**src/rtl/div_sequencer_pkg.sv**
```systemverilog
// Shared types, constants and small helpers for the iterative divider.
package div_sequencer_pkg;

  localparam int XLEN               = 32;
  localparam int COUNT_SIZE_DIVISOR = 5;

  typedef enum logic [4:0] {
    ALU_ADD  = 5'd0,
    ALU_SUB  = 5'd1,
    ALU_AND  = 5'd2,
    ALU_OR   = 5'd3,
    ALU_XOR  = 5'd4,
    ALU_SLL  = 5'd5,
    ALU_SRL  = 5'd6,
    ALU_SRA  = 5'd7,
    ALU_SLT  = 5'd8,
    ALU_SLTU = 5'd9,
    ALU_MUL  = 5'd10,
    ALU_DIV  = 5'd14,
    ALU_DIVU = 5'd15,
    ALU_REM  = 5'd16,
    ALU_REMU = 5'd17
  } alu_op_e;

  typedef enum logic [1:0] {
    IDLE = 2'd0,
    CALC = 2'd1,
    FIX  = 2'd2,
    DONE = 2'd3
  } div_state_e;

  localparam logic [XLEN-1:0] DIV_SIGNED_OVF_DIVIDEND = 32'h8000_0000;
  localparam logic [XLEN-1:0] DIV_BY_ZERO_QUOTIENT    = '1;

  // True for the four operations handled by the divider.
  function automatic logic is_div_op(input alu_op_e op);
    return (op == ALU_DIV) || (op == ALU_DIVU) || (op == ALU_REM) || (op == ALU_REMU);
  endfunction

  // True for the signed variants.
  function automatic logic is_signed_op(input alu_op_e op);
    return (op == ALU_DIV) || (op == ALU_REM);
  endfunction

  // True when the quotient (not the remainder) is returned.
  function automatic logic is_quot_op(input alu_op_e op);
    return (op == ALU_DIV) || (op == ALU_DIVU);
  endfunction

  // Two's complement negate when neg is set; |0x80000000| stays 0x80000000.
  function automatic logic [XLEN-1:0] cond_neg(input logic [XLEN-1:0] v, input logic neg);
    return neg ? (~v + {{(XLEN-1){1'b0}}, 1'b1}) : v;
  endfunction

endpackage

```
**src/rtl/div_sequencer_if.sv**
```systemverilog
// Request/response bundle between the EX stage and the divider.
interface div_sequencer_if import div_sequencer_pkg::*; ();
  logic            start;
  alu_op_e         alu_op;
  logic [XLEN-1:0] operand_a;
  logic [XLEN-1:0] operand_b;
  logic            flush;
  logic            busy;
  logic            stall;
  logic            done;
  logic [XLEN-1:0] result;

  modport master (
    output start, alu_op, operand_a, operand_b, flush,
    input  busy, stall, done, result
  );

  modport slave (
    input  start, alu_op, operand_a, operand_b, flush,
    output busy, stall, done, result
  );
endinterface

```
**src/rtl/div_sequencer_step.sv**
```systemverilog
// One restoring-division iteration: shift {rem,quo} left and try to subtract.
module div_sequencer_step import div_sequencer_pkg::*; (
  input  logic [XLEN-1:0] i_rem,
  input  logic [XLEN-1:0] i_quo,
  input  logic [XLEN-1:0] i_divisor,
  output logic [XLEN-1:0] o_rem,
  output logic [XLEN-1:0] o_quo
);
  // rem < divisor always holds, so the difference fits in XLEN+1 signed bits.
  logic [XLEN:0] w_trial;

  // Trial subtraction and restore decision.
  always_comb begin
    w_trial = {i_rem, i_quo[XLEN-1]} - {1'b0, i_divisor};
    if (w_trial[XLEN] == 1'b0) begin
      o_rem = w_trial[XLEN-1:0];
      o_quo = {i_quo[XLEN-2:0], 1'b1};
    end else begin
      o_rem = {i_rem[XLEN-2:0], i_quo[XLEN-1]};
      o_quo = {i_quo[XLEN-2:0], 1'b0};
    end
  end
endmodule

```
**src/rtl/div_sequencer.sv**
```systemverilog
// Iterative radix-2 restoring divider with its control FSM (DIV/DIVU/REM/REMU).
module div_sequencer import div_sequencer_pkg::*; (
  input  logic            i_clk,
  input  logic            i_rst_n,
  div_sequencer_if.slave  bus
);
  div_state_e                    r_state;
  div_state_e                    w_state_next;
  logic [COUNT_SIZE_DIVISOR-1:0] r_count;
  logic [XLEN-1:0]               r_rem;
  logic [XLEN-1:0]               r_quo;
  logic [XLEN-1:0]               r_divisor;
  logic [XLEN-1:0]               r_result;
  alu_op_e                       r_op;
  logic                          r_neg_q;
  logic                          r_neg_r;

  logic            w_accept;
  logic            w_special;
  logic [XLEN-1:0] w_special_res;
  logic [XLEN-1:0] w_fix_res;
  logic [XLEN-1:0] w_rem_next;
  logic [XLEN-1:0] w_quo_next;
  logic            w_b_zero;
  logic            w_ovf;
  logic            w_sgn;

  div_sequencer_step u_step (
    .i_rem     (r_rem),
    .i_quo     (r_quo),
    .i_divisor (r_divisor),
    .o_rem     (w_rem_next),
    .o_quo     (w_quo_next)
  );

  // Decode the incoming request: acceptance, special cases and their results.
  always_comb begin
    w_sgn    = is_signed_op(bus.alu_op);
    w_accept = bus.start & is_div_op(bus.alu_op);
    w_b_zero = (bus.operand_b == 32'h0000_0000);
    w_ovf    = w_sgn & (bus.operand_a == DIV_SIGNED_OVF_DIVIDEND) &
               (bus.operand_b == 32'hFFFF_FFFF);
    w_special = w_b_zero | w_ovf;
    if (is_quot_op(bus.alu_op)) begin
      w_special_res = w_b_zero ? DIV_BY_ZERO_QUOTIENT : DIV_SIGNED_OVF_DIVIDEND;
    end else begin
      w_special_res = w_b_zero ? bus.operand_a : 32'h0000_0000;
    end
    w_fix_res = is_quot_op(r_op) ? cond_neg(r_quo, r_neg_q) : cond_neg(r_rem, r_neg_r);
  end

  // State register.
  always_ff @(posedge i_clk) begin
    if (!i_rst_n) begin
      r_state <= IDLE;
    end else begin
      r_state <= w_state_next;
    end
  end

  // Next-state logic; flush wins over everything including start.
  always_comb begin
    w_state_next = r_state;
    if (bus.flush) begin
      w_state_next = IDLE;
    end else begin
      case (r_state)
        IDLE: begin
          if (w_accept) begin
            w_state_next = w_special ? DONE : CALC;
          end else begin
            w_state_next = IDLE;
          end
        end
        CALC: begin
          if (r_count == 5'd0) begin
            w_state_next = FIX;
          end else begin
            w_state_next = CALC;
          end
        end
        FIX:     w_state_next = DONE;
        DONE:    w_state_next = IDLE;
        default: w_state_next = IDLE;
      endcase
    end
  end

  // Datapath registers: operand capture, iteration and result write-back.
  always_ff @(posedge i_clk) begin
    if (!i_rst_n) begin
      r_count   <= '0;
      r_rem     <= '0;
      r_quo     <= '0;
      r_divisor <= '0;
      r_result  <= '0;
      r_op      <= ALU_ADD;
      r_neg_q   <= 1'b0;
      r_neg_r   <= 1'b0;
    end else if (!bus.flush) begin
      case (r_state)
        IDLE: begin
          if (w_accept) begin
            r_op <= bus.alu_op;
            if (w_special) begin
              r_result <= w_special_res;
            end else begin
              r_rem     <= '0;
              r_quo     <= cond_neg(bus.operand_a, w_sgn & bus.operand_a[XLEN-1]);
              r_divisor <= cond_neg(bus.operand_b, w_sgn & bus.operand_b[XLEN-1]);
              r_neg_q   <= w_sgn & (bus.operand_a[XLEN-1] ^ bus.operand_b[XLEN-1]);
              r_neg_r   <= w_sgn & bus.operand_a[XLEN-1];
              r_count   <= 5'd31;
            end
          end
        end
        CALC: begin
          r_rem <= w_rem_next;
          r_quo <= w_quo_next;
          if (r_count != 5'd0) begin
            r_count <= r_count - 5'd1;
          end
        end
        FIX: begin
          r_result <= w_fix_res;
        end
        default: begin
          r_count <= r_count;
        end
      endcase
    end
  end

  // Status outputs decoded from state; stall also covers the accepting cycle.
  always_comb begin
    bus.busy   = (r_state != IDLE);
    bus.stall  = ((r_state == IDLE) & w_accept & ~bus.flush) |
                 (r_state == CALC) | (r_state == FIX);
    bus.done   = (r_state == DONE);
    bus.result = r_result;
  end
endmodule

```
**src/flat_wrapper.sv**
```systemverilog
// flat-port wrapper written by rule: the top's interface ports become plain ports
module div_sequencer_flat import div_sequencer_pkg::*;
  (i_clk, i_rst_n, bus_start, bus_alu_op, bus_operand_a, bus_operand_b, bus_flush, bus_busy, bus_stall, bus_done, bus_result);
  div_sequencer_if bus_i ();
  input  logic i_clk;
  input  logic i_rst_n;
  input wire logic [$bits(bus_i.start)-1:0] bus_start;
  input wire logic [$bits(bus_i.alu_op)-1:0] bus_alu_op;
  input wire logic [$bits(bus_i.operand_a)-1:0] bus_operand_a;
  input wire logic [$bits(bus_i.operand_b)-1:0] bus_operand_b;
  input wire logic [$bits(bus_i.flush)-1:0] bus_flush;
  output wire logic [$bits(bus_i.busy)-1:0] bus_busy;
  output wire logic [$bits(bus_i.stall)-1:0] bus_stall;
  output wire logic [$bits(bus_i.done)-1:0] bus_done;
  output wire logic [$bits(bus_i.result)-1:0] bus_result;
  assign bus_i.start = bus_start;
  assign bus_i.alu_op = bus_alu_op;
  assign bus_i.operand_a = bus_operand_a;
  assign bus_i.operand_b = bus_operand_b;
  assign bus_i.flush = bus_flush;
  assign bus_busy = bus_i.busy;
  assign bus_stall = bus_i.stall;
  assign bus_done = bus_i.done;
  assign bus_result = bus_i.result;
  div_sequencer u_core (.i_clk(i_clk), .i_rst_n(i_rst_n), .bus(bus_i));
endmodule
```
**config.mk**
```make
export PLATFORM = sky130hd
export DESIGN_NAME = div_sequencer_flat
export DESIGN_NICKNAME = d
export VERILOG_FILES = /design/src/rtl/div_sequencer_pkg.sv /design/src/rtl/div_sequencer_if.sv /design/src/rtl/div_sequencer_step.sv /design/src/rtl/div_sequencer.sv /design/src/flat_wrapper.sv
export SDC_FILE = /design/constraint.sdc
export NUM_CORES = 1
export LEC_CHECK = 0
export CORE_ASPECT_RATIO = 0.75
export CORE_MARGIN = 2
export CORE_UTILIZATION = 55
export DETAILED_ROUTE_END_ITERATION = 10
export MAX_ROUTING_LAYER = met4
export PLACE_DENSITY = 0.77
export SYNTH_ARGS = -nofsm -noshare
export SYNTH_HDL_FRONTEND = slang
export SYNTH_SLANG_ARGS = --single-unit
```
**constraint.sdc**
```tcl
create_clock -name i_clk -period 3.8 [get_ports i_clk]
set_clock_uncertainty 0.15 [all_clocks]
set_input_delay 0.76 -clock i_clk [delete_from_list [all_inputs] [get_ports i_clk]]
set_output_delay 0.76 -clock i_clk [all_outputs]
set_load 0.01 [all_outputs]
```
==> results.md, run 1 <==
* Outcome: finished clean
* PostCTS Resize Cnt at 0
* Hold depth at 2
* Time the worst path needs with I/O delays and setup at 3.69 ns
* Flops & latches, synth at 141
* Mapped Area at 10,700 um^2
* Crit end category: output pin
* Vias in the first global route at 10,600
* Setup Buffers After CTS at 0
* Cell count of the worst reg-to-reg path at 16
* Final ANT Viol Nets at 0
* Slew Limit Fails at 0
* Cell Pwr Density at 315 nW/um^2
* Ys async rst share at 0%
* Core Rows at 44
* Avg Cell Area, Syn at 7.71 um^2
* Post-synth top area cell: dfxtp_1
* Vias at 11,100
* R2R Setup Slk at 0.15 ns
* Overall routing resource usage at 32.5%
* Worst Path Max Fanout at 3
* Count of cell types in the netlist at 69
* Critical Path AT at 2.78 ns
* DR pass1 iterations at 8
* Share of layout cells above drive strength 1 at 10.2%
* Synthesis Warnings at 0
* Worst hold start: u_core.r_op[1]$_SDFFE_PN0P_
* Final Util at 69.0%
* Relative slew slack at 31.8%
* CTS tree: done
* Hold WC Path Type: flop to flop
* Nets at 1,642
* Worst VDD drop at 0.284 mV
* Dpl hpwl at 24.0 mm
* Most frequent cells in the layout: nand2_1, dfxtp_1, clkdlybuf4s50_1
* Max Fclk at 271 MHz
* Routed WL per cell at 18.0 um
* Die X-Extent at 165 um
* Post-synth top flop: dfxtp_1
* Root Buffer: clkbuf_16
* Clock slew seen by the registers of the worst setup and hold paths at 0.07 ns
* IO Pins at 108
* Worst slew pin tran at 1.02 ns
* Worst Hold Path EP: u_core.r_op[1]$_SDFFE_PN0P_
* Most common cell after layout, fill and taps aside: nand2_1
* First-pass GRT wire length at 52.7 mm
* WL final at 32.3 mm
* Design Power at 0.00417 W
* Worst Setup Path Type: input port to output pin
* Lkg Pwr at 5.74 nW
* CTS Buf Count at 17
* GPL Wtd Cong at 0.966
* Main area contributors after synthesis: dfxtp_1, nand2_1, xor2_1
* Register area share after synthesis at 26.3%
* Vias per cell at 6.20
* P&R area growth vs syn at 23.6%
* CTS max path bufs at 2
* R2r startpoint: u_core.r_quo[31]$_SDFFE_PN0P_
* Area fraction of the dominant cell type after synthesis at 26.3%
* Fin. Hold Viols at 0
* Initial Utilization at 55.8%
* Crit start category: input port
* CP Data Required Time at 2.89 ns
* Congestion Overflow GR at 0
* Antenna Diode Count at 0
* Htree depth at 4
* Dpl ws at -0.233 ns
* Hold buffer count at CTS at 0
* Synthesized instance count at 1,390
* 1st-iter DRT viols at 1,084
* DIE HEIGHT at 125 um
* Clk sinks at 141
* IO Port Bufs at 107
* RSZ-0062 raised after global routing: false
* Core Area at 19,200 um^2
* Antenna violations before repair at 0
* DRC at 0
* Post-synth EDFFs at 0
* Finished Layout Cells at 1,796
* Final setup margin at 0.108 ns
* Placed Instances at 1,764
* Die area at 20,600 um^2
* Largest net degree at the start of global routing at 67
* Finish-stage setup viols at 0
* Max Cap Violations at 0
* Syn nets at 1,502
* R2R Path End: u_core.r_rem[5]$_SDFFE_PN0P_
* Final period utilization at 97.2%
* Clk Latency, worst-skew pair at 0.43 ns
[metrics by stage]
stage / hold slack (ns) / TNS (ns) / instance area (um^2)
4_1_cts: 0.334 / 0 / 13200
6_report: 0.332 / 0 / 13300
2_1_floorplan: 0.297 / 0 / 10700
5_1_grt: 0.358 / 0 / 13300
3_5_place_dp: 0.317 / -10.73 / 12600
3_3_place_gp: 0.312 / -1.13 / 12600
[cells by family after synthesis]
group | synth area share (%)
mux | 3.27
xor+xnor | 11.5
flops | 26.3
simple gates | 20.8
compound gates | 28.2
fa+ha+maj | 4.62
buf+inv | 5.33
[power by group]
| part | leakage [nW] | switching [W] | internal, W |
|---|---|---|---|
| logic | 4.32 | 0.000464 | 0.000437 |
| registers | 1.14 | 0.0000196 | 0.00150 |
| clock network | 0.286 | 0.000701 | 0.00105 |
| total | 5.74 | 0.00119 | 0.00299 |
[flip-flops by register name, summed over array words and instances (netlist names)]
signal	cells
u_core.r_neg_q	1
u_core.r_neg_r	1
u_core.r_rem	32
u_core.r_quo	32
u_core.r_op	4
u_core.r_count	5
u_core.r_divisor	32
u_core.r_state	2
u_core.bus.result	32
[cell type report]
class | instances | area [um^2]
flip-flops and latches | 141 | 2820
well taps | 253 | 317
inverters | 55 | 206
multi-input cells | 1108 | 7370
clock buffers | 19 | 443
fillers | 1591 | 5960
clock inverters | 13 | 165
repair buffers | 207 | 1930
[synth_stat cells (21+ instances only)]
| cell type | number |
|---|---|
| xnor2_1 | 63 |
| nand2_1 | 203 |
| nor2_1 | 66 |
| clkbuf_1 | 62 |
| a21boi_1 | 24 |
| a21oi_1 | 71 |
| xor2_1 | 78 |
| dfxtp_1 | 141 |
| o21ai_0 | 95 |
| o31ai_1 | 28 |
| mux2i_1 | 35 |
| o211a_1 | 47 |
| ha_1 | 38 |
| nand3_1 | 38 |
| inv_1 | 55 |
| o211ai_1 | 63 |
| nand2b_1 | 21 |
[critical path, cell delays in order]
cell             delay, ns
clkdlybuf4s50_1       0.50
and4b_1               0.23
o21ai_0               0.42
nor2_1                0.13
nand2_1               0.10
nand3_1               0.12
clkdlybuf4s50_1       0.51
[worst max-delay path by stage]
stage	from	to	slack, ns	cells after the start
CTS	u_core.r_quo[31]$_SDFFE_PN0P_	u_core.r_rem[19]$_SDFFE_PN0P_	0.12	16
global route	u_core.r_quo[31]$_SDFFE_PN0P_	u_core.r_rem[8]$_SDFFE_PN0P_	0.009	16
finish	bus_alu_op[4]	bus_stall	0.11	7
floorplan	bus_operand_a[16]	u_core.r_count[0]$_SDFFE_PN0P_	0.53	10
global placement	bus_operand_a[12]	u_core.bus.result[20]$_SDFFE_PN0P_	-0.08	10
detailed placement	bus_operand_a[12]	u_core.bus.result[27]$_SDFFE_PN0P_	-0.23	10
[routing by layer]
| layer | track usage, % | share of wire [%] | vias to the layer above |
|---|---|---|---|
| li1 | - | - | 5332 |
| met1 | 44.8 | 45 | 5258 |
| met2 | 48.7 | 44 | 489 |
| met3 | 5.36 | 8.4 | 54 |
| met4 | 9.92 | 2.4 | 0 |
| met5 | - | 0 | - |
Power figures use the tool's default switching activity.
==> inputs of run 2 (changes only) <==
--- a/config.mk
+++ b/config.mk
@@ -9,6 +9,7 @@
 export CORE_MARGIN = 2
 export CORE_UTILIZATION = 55
 export DETAILED_ROUTE_END_ITERATION = 10
+export HOLD_SLACK_MARGIN = 0.15
 export MAX_ROUTING_LAYER = met4
 export PLACE_DENSITY = 0.77
 export SYNTH_ARGS = -nofsm -noshare
==> results of run 2 <==
Same layout as run 1: the final DEF is identical, and so are final timing and power.
